==> src/rtl/alu_pkg.sv <==
// Shared ALU select codes, opcodes, FSM encoding and instruction field layout
// for the issue controller and its register file.
package alu_pkg;

  localparam logic [2:0] ALU_FWD = 3'b000;
  localparam logic [2:0] ALU_ADD = 3'b001;
  localparam logic [2:0] ALU_AND = 3'b010;
  localparam logic [2:0] ALU_OR  = 3'b011;
  localparam logic [2:0] ALU_MUL = 3'b100;

  localparam logic [7:0] OP_LOADI = 8'd0;
  localparam logic [7:0] OP_MOV   = 8'd1;
  localparam logic [7:0] OP_ADD   = 8'd2;
  localparam logic [7:0] OP_SUB   = 8'd3;
  localparam logic [7:0] OP_AND   = 8'd4;
  localparam logic [7:0] OP_OR    = 8'd5;
  localparam logic [7:0] OP_J     = 8'd6;
  localparam logic [7:0] OP_BEQ   = 8'd7;
  localparam logic [7:0] OP_MULT  = 8'd8;

  typedef enum logic [1:0] {
    ST_IDLE = 2'd0,
    ST_WAIT = 2'd1,
    ST_WB   = 2'd2
  } state_t;

  localparam int OPC_LSB = 24;
  localparam int RD_LSB  = 16;
  localparam int RS1_LSB = 8;
  localparam int RS2_LSB = 0;
  localparam int FLD_W   = 8;

  // A register field is only legal when it names one of the 8 registers.
  function automatic logic fld_bad(input logic [7:0] f);
    return |f[7:3];
  endfunction

endpackage

==> src/rtl/reg_file8x8.sv <==
// 8x8 register file: two async read ports plus a debug port, sync write, async clear.
// Reads are combinational; a write is visible after the edge that performs it.
module reg_file8x8 (
  input  logic       clk,
  input  logic       rst_n,
  input  logic       we,
  input  logic [2:0] waddr,
  input  logic [7:0] wdata,
  input  logic [2:0] raddr1,
  output logic [7:0] rdata1,
  input  logic [2:0] raddr2,
  output logic [7:0] rdata2,
  input  logic [2:0] dbg_addr,
  output logic [7:0] dbg_data
);

  logic [7:0] mem [8];

  always_ff @(posedge clk or negedge rst_n) begin
    if (!rst_n) begin
      for (int i = 0; i < 8; i++) mem[i] <= '0;
    end else if (we) begin
      mem[waddr] <= wdata;
    end
  end

  assign rdata1   = mem[raddr1];
  assign rdata2   = mem[raddr2];
  assign dbg_data = mem[dbg_addr];

endmodule

==> src/rtl/alu_issue_ctrl.sv <==
// Issue controller: decodes an instruction, drives the external ALU, waits a fixed settle time, writes back.
// DONE N+1 cycles after accept (illegal: 1); INSTR_READY only in IDLE, so one instruction per N+2 cycles.
module alu_issue_ctrl
  import alu_pkg::*;
#(
  parameter int unsigned ALU_WAIT = 2,
  parameter int unsigned MUL_WAIT = 4
) (
  input  logic        CLK,
  input  logic        RESET,
  input  logic [31:0] INSTR,
  input  logic        INSTR_VALID,
  output logic        INSTR_READY,
  output logic [7:0]  ALU_DATA1,
  output logic [7:0]  ALU_DATA2,
  output logic [2:0]  ALU_SELECT,
  input  logic [7:0]  ALU_RESULT,
  input  logic        ALU_ZERO,
  output logic        DONE,
  output logic        ERR,
  output logic        BRANCH_TAKEN,
  output logic [7:0]  BRANCH_OFFSET,
  input  logic [2:0]  DBG_ADDR,
  output logic [7:0]  DBG_DATA
);

  state_t     state, state_nxt;
  logic [7:0] cnt;
  logic [7:0] opc, rd_f, rs1_f, rs2_f;
  logic [7:0] rs1_val, rs2_val, rs2_neg;
  logic [2:0] dec_sel;
  logic [7:0] dec_d1, dec_d2;
  logic       dec_wr, dec_beq, dec_jmp, dec_bad, dec_mul;
  logic       accept;
  logic       err_q, wr_q, beq_q, jmp_q, taken_q;
  logic [2:0] rd_q;
  logic [7:0] off_q, res_q;
  logic       rf_we;

  assign opc   = INSTR[OPC_LSB +: FLD_W];
  assign rd_f  = INSTR[RD_LSB  +: FLD_W];
  assign rs1_f = INSTR[RS1_LSB +: FLD_W];
  assign rs2_f = INSTR[RS2_LSB +: FLD_W];

  reg_file8x8 u_rf (
    .clk      (CLK),
    .rst_n    (RESET),
    .we       (rf_we),
    .waddr    (rd_q),
    .wdata    (res_q),
    .raddr1   (rs1_f[2:0]),
    .rdata1   (rs1_val),
    .raddr2   (rs2_f[2:0]),
    .rdata2   (rs2_val),
    .dbg_addr (DBG_ADDR),
    .dbg_data (DBG_DATA)
  );

  // The ALU only adds, so subtraction is fed the two's complement of rs2.
  assign rs2_neg = ~rs2_val + 8'd1;

  // Forward ops present their value on operand 1; operand 2 is left at 0.
  always_comb begin
    dec_sel = ALU_FWD;
    dec_d1  = '0;
    dec_d2  = '0;
    dec_wr  = 1'b0;
    dec_beq = 1'b0;
    dec_jmp = 1'b0;
    dec_mul = 1'b0;
    dec_bad = 1'b0;
    unique case (opc)
      OP_LOADI: begin
        dec_d1 = rs2_f; dec_wr = 1'b1; dec_bad = fld_bad(rd_f);
      end
      OP_MOV: begin
        dec_d1 = rs2_val; dec_wr = 1'b1; dec_bad = fld_bad(rd_f) | fld_bad(rs2_f);
      end
      OP_ADD, OP_SUB, OP_AND, OP_OR, OP_MULT: begin
        dec_d1  = rs1_val;
        dec_d2  = (opc == OP_SUB) ? rs2_neg : rs2_val;
        dec_sel = (opc == OP_AND)  ? ALU_AND :
                  (opc == OP_OR)   ? ALU_OR  :
                  (opc == OP_MULT) ? ALU_MUL : ALU_ADD;
        dec_mul = (opc == OP_MULT);
        dec_wr  = 1'b1;
        dec_bad = fld_bad(rd_f) | fld_bad(rs1_f) | fld_bad(rs2_f);
      end
      OP_J: dec_jmp = 1'b1;
      OP_BEQ: begin
        dec_sel = ALU_ADD; dec_d1 = rs1_val; dec_d2 = rs2_neg; dec_beq = 1'b1;
        dec_bad = fld_bad(rs1_f) | fld_bad(rs2_f);
      end
      default: dec_bad = 1'b1;
    endcase
  end

  assign accept = (state == ST_IDLE) && INSTR_VALID;

  always_ff @(posedge CLK or negedge RESET) begin
    if (!RESET) state <= ST_IDLE;
    else        state <= state_nxt;
  end

  // Counter is loaded with N >= 1; WAIT lasts exactly N cycles.
  always_comb begin
    state_nxt = state;
    case (state)
      ST_IDLE: if (INSTR_VALID) state_nxt = dec_bad ? ST_WB : ST_WAIT;
      ST_WAIT: if (cnt == 8'd1) state_nxt = ST_WB;
      ST_WB:   state_nxt = ST_IDLE;
      default: state_nxt = ST_IDLE;
    endcase
  end

  always_comb begin
    INSTR_READY   = (state == ST_IDLE);
    DONE          = (state == ST_WB);
    ERR           = (state == ST_WB) && err_q;
    BRANCH_TAKEN  = (state == ST_WB) && taken_q;
    BRANCH_OFFSET = (state == ST_WB) ? off_q : 8'd0;
    rf_we         = (state == ST_WB) && wr_q;
  end

  always_ff @(posedge CLK or negedge RESET) begin
    if (!RESET) begin
      cnt        <= '0;
      ALU_DATA1  <= '0;
      ALU_DATA2  <= '0;
      ALU_SELECT <= ALU_FWD;
      err_q      <= 1'b0;
      wr_q       <= 1'b0;
      beq_q      <= 1'b0;
      jmp_q      <= 1'b0;
      taken_q    <= 1'b0;
      rd_q       <= '0;
      off_q      <= '0;
      res_q      <= '0;
    end else if (accept) begin
      err_q   <= dec_bad;
      wr_q    <= dec_wr & ~dec_bad;
      beq_q   <= dec_beq & ~dec_bad;
      jmp_q   <= dec_jmp & ~dec_bad;
      taken_q <= 1'b0;
      rd_q    <= rd_f[2:0];
      off_q   <= ((dec_beq | dec_jmp) & ~dec_bad) ? rd_f : 8'd0;
      if (!dec_bad) begin
        ALU_DATA1  <= dec_d1;
        ALU_DATA2  <= dec_d2;
        ALU_SELECT <= dec_sel;
        cnt        <= dec_mul ? 8'(MUL_WAIT) : 8'(ALU_WAIT);
      end
    end else if (state == ST_WAIT) begin
      cnt <= cnt - 8'd1;
      if (cnt == 8'd1) begin
        res_q   <= ALU_RESULT;
        taken_q <= jmp_q | (beq_q & ALU_ZERO);
      end
    end
  end

endmodule

==> config.mk <==
export PLATFORM = sky130hd
export DESIGN_NAME = alu_issue_ctrl
export DESIGN_NICKNAME = d
export VERILOG_FILES = /design/src/rtl/alu_pkg.sv /design/src/rtl/reg_file8x8.sv /design/src/rtl/alu_issue_ctrl.sv
export SDC_FILE = /design/constraint.sdc
export NUM_CORES = 1
export LEC_CHECK = 0
export ABC_CLOCK_PERIOD_IN_PS = 6500
export CAP_MARGIN = 15
export CORE_ASPECT_RATIO = 1.4
export CORE_UTILIZATION = 50
export CTS_CLUSTER_SIZE = 16
export DETAILED_ROUTE_END_ITERATION = 10
export PLACE_DENSITY = 0.78
export SYNTH_ARGS = -nofsm -noshare
export SYNTH_HDL_FRONTEND = slang
export SYNTH_SLANG_ARGS = --single-unit
==> constraint.sdc <==
create_clock -name CLK -period 6.5 [get_ports CLK]
set_input_delay 1.3 -clock CLK [delete_from_list [all_inputs] [get_ports CLK]]
set_output_delay 1.3 -clock CLK [all_outputs]
set_load 0.005 [all_outputs]
## Word-level counts from Yosys, hierarchy flattened

Index checks and enable logic that the tools add are counted.

| operators by class | value |
|---|---|
| reductions and logical operators | 20 |
| bitwise logic cells | 18 |
| muxes and demuxes | 37 |
| eq/ne operators | 14 |
| add/subtract/negate cells | 2 |
| $lt $le $gt $ge | 5 |

Operators with widths:

| cell | number |
|---|---|
| $mux 8 | 13 |
| $bmux 8 s3 | 3 |
| $bwmux 64 | 1 |
| $eq 8x3->1 const B | 4 |
| $demux 8 s3 | 1 |
| $pmux 8 s3 | 1 |
| $reduce_or 5->1 | 4 |
| $eq 8x1->1 const B | 2 |
| $eq 8x2->1 const B | 2 |
| $ge 4x4->1 const B | 4 |
| $not 3->4 | 4 |
| $pmux 8 s2 | 1 |
| $mux 3 | 4 |
| $add 8x1->8 const B | 1 |
| $eq 8x4->1 const B | 1 |
| $logic_not 8->1 | 1 |
| $not 8->8 | 1 |
| $reduce_and 2->1 | 4 |
| $sub 8x1->8 const B | 1 |
| $mux 1 | 7 |
| $reduce_or 7->1 | 1 |
| $mux 2 | 3 |
| $ne 2x2->1 const B | 3 |
| $or 1x1->1 | 6 |
| other kinds (13) | 23 |

| word-level totals | value |
|---|---|
| output and inout bits | 39 |
| bits in registers | 117 |
| word-level logic and storage cells | 117 |
| bits of input ports | 47 |

## Longest topological paths before layout

| logic depth | value |
|---|---|
| depth in word-level cells | 8 |
| mapped depth | 10 |
| depth with buffers taken out | 8 |

## Modules after synthesis

Synthesis repeated with hierarchy kept, for this count alone.

| unflattened totals | value |
|---|---|
| cells, all modules | 510 |
| area total of the unflattened synthesis | 6952.9 um^2 |

Modules (own cells, without submodules):

| module | sequential area each (um^2) | area an instance (um^2) | cells an instance | times used |
|---|---|---|---|---|
| reg_file8x8 | 1601.5 | 4078.9 | 230 | 1 |
| alu_issue_ctrl | 1326.3 | 2874.0 | 280 | 1 |

## Worst setup path before layout

Ideal clock, no wire load.

| timing path | value |
|---|---|
| path type | input-to-output |
| start point | in DBG_ADDR[0] |
| end point | out DBG_DATA[5] |
| required time | 5.200 ns |
| stages on the path | 4 |
| data arrival time | 3.051 ns |
| buffers on the path | 2 |
| setup slack | 2.149 ns |
| path through | clkbuf_1 > buf_1 > mux4_2 > mux2_2 |

| between the ends | value |
|---|---|
| word-level cells in the longest chain between the ends | 4 |

RTL lines:

| item | RTL line | source |
|---|---|---|
| start: declaration | alu_issue_ctrl.sv:23 | `input logic [2:0] DBG_ADDR,` |
| $not 3->4 (not written as such) | reg_file8x8.sv:29 | `assign dbg_data = mem[dbg_addr];` |
| $bmux 8 s3 | reg_file8x8.sv:29 |  |
| $mux 8 (not written as such) (2 in series) | reg_file8x8.sv:29 |  |
| end: declaration | alu_issue_ctrl.sv:24 | `output logic [7:0] DBG_DATA` |

No other way between the ends. The select of a mux whose other input is x is not followed.

## Final worst setup path

| timing path | value |
|---|---|
| start point | in DBG_ADDR[1] |
| end point | out DBG_DATA[1] |

Same word-level chain as after synthesis.

==> out/metrics.cfg <==
[outcome]
status=finished clean

[sta]
final_count_of_pins_violating_max_slew=0
finalClockSkew_ns=0.00623
report.final.hold_viol_count=0
timing.final.crit_share_pct=74.3
finalSetupViolations=0
fmaxAchievable_ghz=0.207
setup_total_negative_slack_ns=0
final.hold.worst_slack_ns=0.479
period_minus_slack_ns=4.83
timing_worst_slew_pin_value_ns=1.11
worst_slack_ns=1.67
rsz0062_at_grt=false
maxSlewHeadroom_pct=26.0

[setup_path]
critical_path_arrival_ns=3.53
worstPathCellList=clkdlybuf4s50_1 > mux4_2 > mux2_2 > clkdlybuf4s50_1
path_depth=4
critical-path-top-delay-family=buffers and inverters
critical_path.n_buffers_inverters=2
cp_max_fo=16
cp_data_required_time_ns=5.20
setup.worst_path.start=DBG_ADDR[1]
timing.setup.critical_path_class=in -> out
register_to_register_setup_slack_ns=3.67
reg2reg_from=state[0]$_DFFE_PN0P_
crit_top_cell=sky130_fd_sc_hd__clkdlybuf4s50_1
timing.reg2reg.worst_path_depth=4
cp-endpoint=DBG_DATA[1]
crit_path_start_kind=input port
cp_slowest_cell=sky130_fd_sc_hd__clkdlybuf4s50_1
crit-reg2reg-capture=u_rf.mem[18]$_DFFE_PN0P_
end_kind=output port
worst_stage_delay_on_the_critical_path_ns=1.06

[global_route]
grt_ovf=0
grt_antenna_before_repair=0
grt_pass1_wl_microns=28700
global_route.usage.total_pct=27.4
grt_start_max_net_pins=76
grt_pass1_vias=5440

[synth]
synth_enable_flop_cells=0
synthFlopType=sky130_fd_sc_hd__dfrtp_1
synthDominantCellAreaShare_pct=43.7
ys_warn_count=0
ys_async_sr_fraction_pct=100
ys_top_cells_by_area=sky130_fd_sc_hd__dfrtp_1 (44%), sky130_fd_sc_hd__mux4_2 (15%), sky130_fd_sc_hd__mux2_2 (15%)
flops_latches_synth=117
syn-cell-area_sq_um=6700
post_synth_num_cell_types=56
synthesis.nets=614
post_synth_inst_count=564
synth_top_cell_by_area=sky130_fd_sc_hd__dfrtp_1
avgSynthCellArea_sq_um=11.9
synth-seq-area-share_pct=43.7

[clocking]
postCtsSetupRepairBufs=0
clock-root-buffer=sky130_fd_sc_hd__clkbuf_16
cts-root-to-sink-buffers=2
clock_slew_at_reported_path_ffs_ns=0.05
cts_buffers=17
htree_num_levels=4
cts.sink_count=117
ctsHoldBuffers=0
clock_tree_from_tritoncts=built
ctsResizeCount=0
clkLatencyLatePin_ns=0.42

[power]
power.density_nw_per_um2=232
power.ir.vdd_worst_uv=168
power_mw=1.93
leak_nw=3.55

[hold_path]
hold_path_depth=2
min-delay-start=jmp_q$_DFFE_PN0P_
worstHoldPathType=reg -> reg

[layout]
final_instance_count_excl_fillers=830
n_antenna_cell=0
syn_to_final_growth_pct=24.3
final_layout_size_suffix_gt1_share_pct=28.5
postLayoutCellArea_sq_um=8330
layout.cells.most_common=sky130_fd_sc_hd__dfrtp_1
final_net_count=689
final_core_utilization_pct=64.4
layout_common_cells=sky130_fd_sc_hd__dfrtp_1 (117), sky130_fd_sc_hd__mux2_2 (90), sky130_fd_sc_hd__clkdlybuf4s50_1 (84)

[floorplan]
die_area_sq_um=13900
ios=86
floorplan.die.width_microns=99.9
floorplan.initialDensity_pct=51.8
design.core.area_sq_um=12900
vert_die_dim_microns=139
placementRows=49

[placement]
post-dp-hpwl_microns=12100
numPortBuffers=85
post_placement_worst_setup_slack_ns=1.72
routabilityCongestion=0.900
place_area_sq_um=7700
placed_cells_incl_taps=798

[detailed_routing]
wire_per_inst_microns=21.6
drc=0
detail_route.first_pass.iterations=6
dr_total_vias=5190
wl_microns=17900
viasPerCell=6.25
ant_nets=0
detailedRoute.firstIterationViolations=438

[flow_run]
drv.max_cap_violation_count=0

==> logic make-up after synthesis <==
| kind of cell | share of synthesized area [%] |
|---|---|
| simple gates | 12.6 |
| buf+inv | 2.59 |
| flops | 43.7 |
| fa+ha+maj | 0.560 |
| xor+xnor | 0.915 |
| mux | 32.1 |
| compound gates | 7.58 |
==> synth_stat cells (all sizes together), types with 5 or more instances <==
master	count
o21ai	30
inv	8
and2	12
mux2	90
a21oi	13
nor2	36
xnor2	6
dfrtp	117
or4	6
buf	12
nor3	13
nand2b	6
mux2i	10
nand3	11
clkbuf	24
nand2	59
mux4	46
nand3b	5
==> per-layer routing <==
layer	track usage [%]	vias to the layer above	share of wire, %
met3	6.25	54	6.0
met4	15.5	0	3.7
met5	0	-	0
li1	-	2276	-
met2	45.8	218	53
met1	32.3	2642	38
==> worst min-delay path: stages, from the launching register on <==
cell                      delay (ns)
sky130_fd_sc_hd__dfrtp_1        0.34
sky130_fd_sc_hd__nand2_1        0.05
sky130_fd_sc_hd__nand2_1        0.05
==> how the worst min path moves through the flow <==
stage	to	slack [ns]
4_1_cts	jmp_q$_DFFE_PN0P_	0.48
6_report	jmp_q$_DFFE_PN0P_	0.48
3_3_place_gp	jmp_q$_DFFE_PN0P_	0.45
2_1_floorplan	jmp_q$_DFFE_PN0P_	0.44
3_5_place_dp	jmp_q$_DFFE_PN0P_	0.47
5_1_grt	off_q[2]$_DFFE_PN0P_	0.51
==> power breakdown <==
group          internal [mW]  switching, mW  total [mW]
combinational         0.0758         0.0851       0.161
sequential             0.751         0.0247       0.775
clock                  0.669          0.325       0.994
total                   1.50          0.434        1.93
==> state kept, by name, indices dropped and copies added (netlist names), 2 cells and up <==
register / flops
cnt: 8
u_rf.mem: 64
ALU_DATA1: 8
ALU_DATA2: 8
state: 2
ALU_SELECT: 3
res_q: 8
off_q: 8
rd_q: 3
==> layout make-up <==
cell class	count	area (sq um)
clock inverters	9	149
repair buffers	92	901
well taps	178	223
inverters	8	30.0
clock buffers	23	478
flip-flops and latches	117	2930
fillers	996	4600
multi-input cells	403	3620
Note: power is estimated with default switching activity, not from simulation.
